$ cat config.mk
export PLATFORM = sky130hd
export DESIGN_NAME = relu_collector
export DESIGN_NICKNAME = d
export VERILOG_FILES = /design/src/rtl/smac_pkg.sv /design/src/rtl/relu_nz_popcount.sv /design/src/rtl/relu_collector.sv
export SDC_FILE = /design/constraint.sdc
export NUM_CORES = 1
export LEC_CHECK = 0
export ABC_AREA = 1
export CAP_MARGIN = 20
export CORE_ASPECT_RATIO = 0.8
export CORE_MARGIN = 8
export CORE_UTILIZATION = 32
export DETAILED_ROUTE_END_ITERATION = 10
export PLACE_DENSITY = 0.55
export SKIP_CTS_REPAIR_TIMING = 1
export SLEW_MARGIN = 10
export SYNTH_ARGS = -nofsm -noshare
export SYNTH_HDL_FRONTEND = slang
export SYNTH_HIERARCHICAL = 1
export SYNTH_SLANG_ARGS = --single-unit
$ cat constraint.sdc
create_clock -name clk -period 1.31 [get_ports clk]
set_clock_uncertainty 0.05 [all_clocks]
set_input_delay 0.262 -clock clk [delete_from_list [all_inputs] [get_ports clk]]
set_output_delay 0.262 -clock clk [all_outputs]
set_load 0.005 [all_outputs]
$ cat src/rtl/smac_pkg.sv
// Shared types and constants for the ReLU collector datapath.
package smac_pkg;

  localparam int unsigned NLANES = 4;
  localparam int unsigned SEL_W  = 2;
  localparam int unsigned CNT_W  = 3;

  typedef enum logic [1:0] {
    IDLE = 2'd0,
    SCAN = 2'd1,
    HOLD = 2'd2
  } state_e;

endpackage : smac_pkg

$ cat src/rtl/relu_nz_popcount.sv
// Counts the lanes of a packed activation word that are non-zero.
module relu_nz_popcount
  import smac_pkg::*;
#(
  parameter int unsigned Pa = 8
) (
  input  logic [NLANES*Pa-1:0] word,
  output logic [CNT_W-1:0]     count_c
);

  // One increment per lane holding any set bit
  always_comb begin
    count_c = '0;
    for (int unsigned k = 0; k < NLANES; k++) begin
      if (word[k*Pa +: Pa] != '0) begin
        count_c = count_c + CNT_W'(1);
      end
    end
  end

endmodule : relu_nz_popcount

$ cat src/rtl/relu_collector.sv
// Serially collects four ReLU lanes (via sel) into one packed word with a
// valid/ready handshake. Optional non-zero lane count: RELU_COLLECTOR_NZ_CNT_EN.
module relu_collector
  import smac_pkg::*;
#(
  parameter int unsigned Pa = 8
) (
  input  logic                 clk,
  input  logic                 rst_n,
  input  logic                 start,
  output logic [SEL_W-1:0]     sel,
  input  logic [Pa-1:0]        relu_in,
  output logic [NLANES*Pa-1:0] out_data,
  output logic                 out_valid,
  input  logic                 out_ready,
  output logic                 busy
`ifdef RELU_COLLECTOR_NZ_CNT_EN
  ,
  output logic [CNT_W-1:0]     nz_count
`endif
);

  localparam logic [SEL_W-1:0] LAST_SEL = SEL_W'(NLANES - 1);

  state_e state;

  // Control FSM with lane capture; all outputs registered
  always_ff @(posedge clk or negedge rst_n) begin
    if (!rst_n) begin
      state     <= IDLE;
      sel       <= '0;
      out_data  <= '0;
      out_valid <= 1'b0;
      busy      <= 1'b0;
    end else begin
      case (state)
        IDLE: begin
          sel <= '0;
          if (start) begin
            state <= SCAN;
            busy  <= 1'b1;
          end
        end
        SCAN: begin
          for (int unsigned k = 0; k < NLANES; k++) begin
            if (sel == SEL_W'(k)) begin
              out_data[k*Pa +: Pa] <= relu_in;
            end
          end
          if (sel == LAST_SEL) begin
            state     <= HOLD;
            sel       <= '0;
            out_valid <= 1'b1;
          end else begin
            sel <= sel + SEL_W'(1);
          end
        end
        HOLD: begin
          if (out_ready) begin
            out_valid <= 1'b0;
            sel       <= '0;
            if (start) begin
              state <= SCAN;
            end else begin
              state <= IDLE;
              busy  <= 1'b0;
            end
          end
        end
        default: begin
          state     <= IDLE;
          sel       <= '0;
          out_valid <= 1'b0;
          busy      <= 1'b0;
        end
      endcase
    end
  end

`ifdef RELU_COLLECTOR_NZ_CNT_EN
  logic [CNT_W-1:0] nz_next_c;

  // Count is taken over the word as it completes, lane 3 coming straight from relu_in
  relu_nz_popcount #(
    .Pa(Pa)
  ) u_nz_popcount (
    .word    ({relu_in, out_data[(NLANES-1)*Pa-1:0]}),
    .count_c (nz_next_c)
  );

  // Latch the count on the edge that completes the word
  always_ff @(posedge clk or negedge rst_n) begin
    if (!rst_n) begin
      nz_count <= '0;
    end else if (state == SCAN && sel == LAST_SEL) begin
      nz_count <= nz_next_c;
    end
  end
`endif

endmodule : relu_collector
* After elaboration in Yosys (flattened, before gate mapping) *
Index checks and enable logic that the tools add are counted.

word-level totals
  flip-flop bits (word level) = 38
  logic and storage cells = 44

cells by class
  mux-type cells = 15
  add/sub/neg operators = 1
  eq/ne operators = 9
  bitwise logic cells = 2
  reduce and logical (&&, ||, !) cells = 9

operators by type and width
  operator                                        count
  2-to-1 mux 2 bit                                5
  != test 2 bit (second input constant)           4
  AND reduction 2 bit                             4
  == test 2 bit (second input constant)           3
  2-to-1 mux 1 bit                                6
  case mux 1 bit (3 select lines)                 2
  case mux 2 bit (3 select lines)                 1
  AND reduction 3 bit                             2
  == test 2 x 1 -> 1 bit (second input constant)  2
  logical NOT 2 bit                               2
  case mux 2 bit (2 select lines)                 1
  AND reduction 4 bit                             1
  adder 2 x 1 -> 2 bit (second input constant)    1
  NOT 1 bit                                       2

* Longest topological paths before layout *
Gate-level depths: netlist (run 1).

  depth after elaboration = 3
  mapped depth = 6
  mapped depth without buffers = 6

* Worst setup path before layout (run 1) *
No wires, ideal clock.

  path kind = reg2reg
  start point = reg sel[0]
  end point = reg out_data[21]
  setup time = 0.120 ns
  data arrival time = 1.024 ns
  stages on the path, launching flop included = 7
  setup slack = 0.116 ns
  buffers on the path = 1
  path through = dfrtp_1 -> inv_1 -> ha_1 -> nand2_4 -> buf_6 -> nand2_1 -> o21ai_2

between the ends
  cells in the longest elaborated chain, start to end = 2

ends and longest elaborated chain
  element                         line                  source
  start: declaration              relu_collector.sv:11  output logic [SEL_W-1:0] sel,
  start signal: assignment        relu_collector.sv:55  sel <= sel + SEL_W'(1);
  == test 2 bit                   relu_collector.sv:46  if (sel == SEL_W'(k)) begin
  AND reduction 2 bit (no line)   --
  end signal: indexed assignment  relu_collector.sv:47  out_data[k*Pa +: Pa] <= relu_in;
  end: declaration                relu_collector.sv:13  output logic [NLANES*Pa-1:0] out_data,

Every way passes these cells.
A chain may end at the register's enable or synchronous reset.

* Worst setup path after layout (run 1) *
  start point = reg state[1]
  end point = reg out_data[31]

between the ends
  cells in the longest elaborated chain, start to end = 2

ends and longest elaborated chain
  element                        line                  source
  start: declaration             relu_collector.sv:25  state_e state;
  start signal: assignment       relu_collector.sv:30  state <= IDLE;
  start signal: assignment       relu_collector.sv:40  state <= SCAN;
  start signal: assignment       relu_collector.sv:51  state <= HOLD;
  == test 2 x 1 -> 1 bit         relu_collector.sv:36  case (state)
  AND reduction 2 bit (no line)  --

Every way passes these cells.

==> summary.md, run 1 <==
| Metric | Value |
|---|---|
| CP Capture Type | register |
| Distinct cells, synth | 15 |
| Flop pwr share | 0.355 |
| Clock buffer depth | 2 |
| Clock Sinks | 38 |
| Failing checks | negative setup slack |
| Critical path origin | state[1] |
| Seq/Total Area, Yosys | 0.594 |
| Area Growth Syn to Fin | 54.5% |
| Post-DRT Antenna Nets | 0 |
| Core area | 4920 um2 |
| Worst EP arrival | 1.50 ns |
| Dpl hpwl | 2980 um |
| Post-route DRC | 0 |
| Final period utilization | 1.02 |
| Sw frac | 0.351 |
| Clock H-tree levels | 2 |
| Die W | 95.1 um |
| # nets final | 235 |
| Hold Crit Class | in2async |
| Reg-to-Reg Start | state[1] |
| Maximum vdd ir drop | 0.874 mV |
| Clk slew on worst S/H paths | 0.07 ns |
| Syn Area/Cell | 10.6 um2 |
| Num rows | 23 |
| Placed Instances | 257 |
| Die area | 7540 um2 |
| Slew headroom | 0.810 |
| Avg WL per Cell | 15.4 um |
| TritonRoute pass-1 iters | 4 |
| Initial antenna violation count | 0 |
| Unrepaired setup endpoints after global routing | true |
| CTS tree | yes |
| Clock share of power | 0.155 |
| Post-layout util | 0.503 |
| Chip height | 79.3 um |
| Switching Power | 0.00207 W |
| Final hold violation count | 0 |
| Post-synthesis cell area | 1600 um2 |
| Vias in the first global route | 1,288 |
| Initial DRC count | 45 |
| Total grt overflow | 0 |
| Largest net degree at the start of global routing | 39 |
| Tmin final | 1.34 ns |
| Mapped Nets | 167 |
| Diodes inserted | 0 |
| WP data required | 1.47 ns |
| CP Max Fanout | 18 |
| Synth Instances | 151 |
| Share of cells above drive strength 1 | 0.250 |
| Final setup fails | 13 |
| Vias/cell | 4.43 |
| Power Density | 2380 nW/um2 |
| Status | complete, but fails checks |
| Final Max Tran Viols | 0 |
| Setup CP Type | reg2reg |
| Top Ports | 48 |
| TNS Setup | -0.181 ns |
| Measured slew at the worst slew-check pin | 0.284 ns |
| Routed WL | 4350 um |
| MaxCap Viol Count | 0 |
| Initial Utilization | 0.325 |
| CP Launch Type | register |
| Leak | 1.56 nW |
| FF+latch count, synth | 38 |
| Via count | 1,249 |
| TritonCTS Buffers | 5 |
| Overall Global Routing Usage | 0.108 |
| Gate power share | 0.490 |
| First-pass GRT wire length | 6300 um |
| Port bufs | 47 |
| Top post-synthesis cells by area | dfrtp_1 59%, nand2_1 9.6%, o21ai_2 8.8% |
| Non-filler cells, final | 282 |
| CTS root buf | clkbuf_8 |
| Area leader, netlist | dfrtp_1 |
| Area post-placement | 2120 um2 |
| Setup slack after layout | -0.0291 ns |
| Synth top area share | 0.594 |
| Layout Cell Area excl Fill | 2470 um2 |
| Worst-Skew Late Latency | 0.27 ns |
| Internal power | 0.00382 W |
| Yosys warnings | 6 |
| Fmax | 747 MHz |
| RePlAce Congestion | 0.781 |
registers in the layout (all words and copies together) (netlist names):
| name | count |
|---|---|
| state | 2 |
| busy | 1 |
| sel | 2 |
| out_data | 32 |
| out_valid | 1 |
worst max-delay path: stages, from the launching register on:
cell and delay (ns):
dfrtp_1 0.48, nor2_8 0.27, nand2_4 0.19, buf_4 0.19, o21ai_2 0.09
final timing paths:
check	to	slack, ns	cells past startpoint
max in group asynchronous	state[1]	0.60	3
worst max-delay path	out_data[31]	-0.03	4
worst max register to register	out_data[31]	-0.03	4
worst min register to register	out_valid	0.42	2
worst min-delay path	out_data[19]	0.42	3
min in group clk	out_valid	0.42	2
through the flow:
stage          setup slack (ns)  total power, W  hold WS, ns
6_report                -0.0291         0.00588        0.422
5_1_grt                 -0.0934         0.00633        0.436
4_1_cts                  -0.236         0.00575       -0.110
3_5_place_dp            -0.0232         0.00482        0.190
3_3_place_gp             0.0372         0.00473        0.190
2_1_floorplan             0.116         0.00342      -0.0836
cells in the final DEF (no fill, tap or decap):
cell / count
buf_2: 1
ha_1: 1
ha_2: 2
buf_4: 15
o21ai_1: 16
dfrtp_1: 38
inv_2: 3
dlymetal6s2s_1: 36
nand2_2: 1
nand3_1: 2
nand2_1: 40
clkdlybuf4s50_1: 10
dlygate4sd3_1: 1
ha_4: 1
clkbuf_8: 8
inv_1: 12
buf_12: 1
o21ai_2: 16
o21ai_0: 4
nor2_1: 3
a21o_2: 1
a21oi_1: 2
nand2_4: 5
nor2_8: 1
layer usage:
layer | vias to the layer above | part of all wire | routed length, um | GRT usage
li1 | 620 | - | - | -
met1 | 589 | 0.44 | 1910 | 0.127
met2 | 36 | 0.48 | 2070 | 0.177
met3 | 4 | 0.078 | 337 | 0.0480
met4 | 0 | 0.0051 | 22 | 0.0233
met5 | - | 0 | 0 | 0
power groups by stage:
stage	combinational, W	sequential (W)	clock [W]
5_1_grt	0.00318	0.00216	0.000989
2_1_floorplan	0.00128	0.00213	0
3_5_place_dp	0.00269	0.00213	0
3_3_place_gp	0.00261	0.00212	0
6_report	0.00289	0.00209	0.000910
4_1_cts	0.00269	0.00212	0.000937
Yosys cell counts:
| library cell | n |
|---|---|
| a21o_2 | 1 |
| a21oi_1 | 2 |
| buf_6 | 4 |
| dfrtp_1 | 38 |
| ha_1 | 4 |
| inv_1 | 14 |
| inv_2 | 1 |
| nand2_1 | 41 |
| nand2_4 | 4 |
| nand3_1 | 2 |
| nor2_1 | 3 |
| nor2_8 | 1 |
| o21ai_0 | 4 |
| o21ai_1 | 16 |
| o21ai_2 | 16 |
final cells by class:
type	count	area (um2)
clock buffers	8	110
fillers	438	2450
inverters	15	56.3
multi-input cells	95	581
flip-flops and latches	38	951
well taps	62	77.6
repair buffers	64	698
logic make-up after synthesis:
kind of cell | synth area share
flops | 0.594
compound gates | 0.162
fa+ha+maj | 0.0313
simple gates | 0.150
buf+inv | 0.0633
No activity file was read; power rests on OpenSTA's default activity.
==> run 2: changes to the inputs <==
--- a/config.mk
+++ b/config.mk
@@ -16,5 +16,4 @@
 export SLEW_MARGIN = 10
 export SYNTH_ARGS = -nofsm -noshare
 export SYNTH_HDL_FRONTEND = slang
-export SYNTH_HIERARCHICAL = 1
 export SYNTH_SLANG_ARGS = --single-unit
==> results of run 2 <==
Final layout, timing and power as in run 1 (identical DEF).
Among the figures that moved: Yosys warning count 6 -> 0
==> run 3: changes to the inputs <==
--- a/config.mk
+++ b/config.mk
@@ -9,9 +9,9 @@
 export CAP_MARGIN = 20
 export CORE_ASPECT_RATIO = 0.8
 export CORE_MARGIN = 8
-export CORE_UTILIZATION = 32
+export CORE_UTILIZATION = 50
 export DETAILED_ROUTE_END_ITERATION = 10
-export PLACE_DENSITY = 0.55
+export PLACE_DENSITY = 0.81
 export SKIP_CTS_REPAIR_TIMING = 1
 export SLEW_MARGIN = 10
 export SYNTH_ARGS = -nofsm -noshare
==> constraint.sdc (replaced) <==
create_clock -name clk -period 1.7 [get_ports clk]
set_clock_uncertainty 0.05 [all_clocks]
set_input_delay 0.34 -clock clk [delete_from_list [all_inputs] [get_ports clk]]
set_output_delay 0.34 -clock clk [all_outputs]
set_load 0.005 [all_outputs]
==> summary.md, run 3 <==
| Metric | Value |
|---|---|
| RePlAce Congestion | 0.780 |
| Top FF cell, synth | dfrtp_1 |
| Post-DRT Antenna Nets | 0 |
| FF+latch count, synth | 38 |
| Post-synthesis cell area | 1600 um2 |
| Initial DRC count | 66 |
| R2R cell count | 4 |
| Maximum vdd ir drop | 0.897 mV |
| Diodes inserted | 0 |
| CTS root buf | clkbuf_8 |
| Port bufs | 47 |
| Final setup fails | 0 |
| Worst-Skew Late Latency | 0.28 ns |
| Dpl hpwl | 2810 um |
| CP cell instances | clkdlybuf4s50_1 |
| Post-layout util | 0.706 |
| Top Registers | out_data x32, sel x2, state x2 |
| CP Max Fanout | 4 |
| Overall Power | 0.00425 W |
| Overall Global Routing Usage | 0.151 |
| CP Capture Type | primary output |
| Top post-synthesis cells by area | dfrtp_1 59%, nand2_1 9.6%, o21ai_2 8.8% |
| Share of cells above drive strength 1 | 0.154 |
| Tmin final | 1.58 ns |
| Most common cell after layout, fill and taps aside | clkdlybuf4s50_1 |
| Async SR Flop Fraction | 1.00 |
| Mapped Nets | 167 |
| Largest net degree at the start of global routing | 39 |
| MaxCap Viol Count | 0 |
| FF-to-FF End | out_data[26] |
| Setup CP Type | reg2out |
| Area Growth Syn to Fin | 35.0% |
| Area leader, netlist | dfrtp_1 |
| Slew headroom | 0.694 |
| Commonest non-fill, non-tap cells in the layout | 46 x clkdlybuf4s50_1, 41 x nand2_1, 38 x dfrtp_1, 16 x o21ai_2, 16 x o21ai_1 |
| First-pass GRT wire length | 6180 um |
| Worst path max stage delay | 0.52 ns |
| CTS tree | yes |
| Leak | 1.05 nW |
| Num rows | 18 |
| Clock H-tree levels | 2 |
| Routed WL | 3640 um |
| Top Ports | 48 |
| Max reg flops | 32 |
| CP Launch Type | register |
| TNS Setup | 0 ns |
| Seq/Total Area, Yosys | 0.594 |
| Reg2Reg Setup Slack | 0.43 ns |
| Status | finished, final reports clean |
| TritonCTS Buffers | 5 |
| Die W | 79.3 um |
| Clock buffer depth | 2 |
| Core area | 3060 um2 |
| Measured slew at the worst slew-check pin | 0.459 ns |
| Post-route DRC | 0 |
| # fillers | 255 |
| Avg WL per Cell | 15.1 um |
| Clk slew on worst S/H paths | 0.06 ns |
| Power Density | 1970 nW/um2 |
| Slowest CP cell | clkdlybuf4s50_1 |
| TritonRoute pass-1 iters | 4 |
| Yosys warnings | 0 |
| Top reg by flops | out_data |
| Post-synth top cells | 41 x nand2_1, 38 x dfrtp_1, 16 x o21ai_1, 16 x o21ai_2, 14 x inv_1 |
| Initial Utilization | 0.523 |
| Number of synthesized flops with an enable pin | 0 |
| Final period utilization | 0.929 |
| Delay-heaviest family, CP | buffers and inverters |
| Vias/cell | 5.06 |
| Clock Sinks | 38 |
| Vias in the first global route | 1,300 |
| Reg-to-Reg Start | state[1] |
| Syn Area/Cell | 10.6 um2 |
| Hold Crit Class | in2async |
| Fmax | 633 MHz |
| Total grt overflow | 0 |
| Via count | 1,219 |
| Worst EP arrival | 1.19 ns |
| Most frequent cell after synthesis | nand2_1 |
| Synth top area share | 0.594 |
| Unrepaired setup endpoints after global routing | false |
| Distinct cells, synth | 15 |
| Initial antenna violation count | 0 |
| Final Max Tran Viols | 0 |
| WP data required | 1.31 ns |
| Crit path buffers/inverters | 1 |
| Final hold violation count | 0 |
| # nets final | 218 |
| Synth Instances | 151 |
| Chip height | 66.6 um |
| Die area | 5280 um2 |
[run 3: cell count changes in the layout (fill, tap and decap cells not counted), sizes merged]
cell / previous run / this run
clkbuf: 8 / 6
nand2: 46 / 45
dlygate4sd3: 1 / 0
dlymetal6s2s: 36 / 0
buf: 17 / 2
clkdlybuf4s50: 10 / 46
[run 3: cell type report]
| cell class | instances | area, um2 | share of cell area |
|---|---|---|---|
| Timing Repair Buffer | 48 | 473 | 0.219 |
| Clock buffer | 6 | 82.6 | 0.0382 |
| Inverter | 15 | 56.3 | 0.0260 |
| Multi-Input combinational cell | 94 | 549 | 0.254 |
| Sequential cell | 38 | 951 | 0.440 |
| Tap cell | 40 | 50.0 | 0.0231 |
[run 3: how the worst max path moves through the flow]
| stage | start | endpoint | slack (ns) | cells past startpoint |
|---|---|---|---|---|
| 4_1_cts | sel[0] | sel[0] | 0.1 | 1 |
| 2_1_floorplan | sel[0] | out_data[21] | 0.51 | 6 |
| 6_report | sel[0] | sel[0] | 0.12 | 1 |
| 3_3_place_gp | out_ready | busy | 0.35 | 6 |
| 3_5_place_dp | out_ready | busy | 0.27 | 6 |
| 5_1_grt | sel[0] | sel[0] | 0.07 | 1 |
[run 3: metrics by stage]
stage	instances	hold slack (ns)	setup slack, ns	area [um2]
after floorplan	151	-0.00559	0.506	1600
after global placement	235	0.355	0.353	2080
after detailed placement	235	0.358	0.267	2080
after CTS	241	0.0567	0.0980	2160
after global routing	241	0.0909	0.0659	2160
final	241	0.0375	0.120	2160
[run 3: cells by family after synthesis]
group	count (synthesis)	synth area share
and+or+nand+nor	51	0.150
AOI/OAI and AO/OA	39	0.162
DFF	38	0.594
buffers and inverters	19	0.0633
adders and majority gates	4	0.0313
[run 3: per-layer routing]
layer	wire, um	vias up	GRT usage	share of wire
met5	0	-	0	0
met4	75	0	0.0691	0.021
met3	248	10	0.0524	0.068
met2	1810	34	0.251	0.50
met1	1500	591	0.172	0.41
li1	-	584	-	-
[run 3: where the power goes]
group / internal [W] / switching [W]
Sequential: 0.00135 / 0.000284
Combinational: 0.00111 / 0.000917
Clock: 0.000312 / 0.000280
Total: 0.00277 / 0.00148
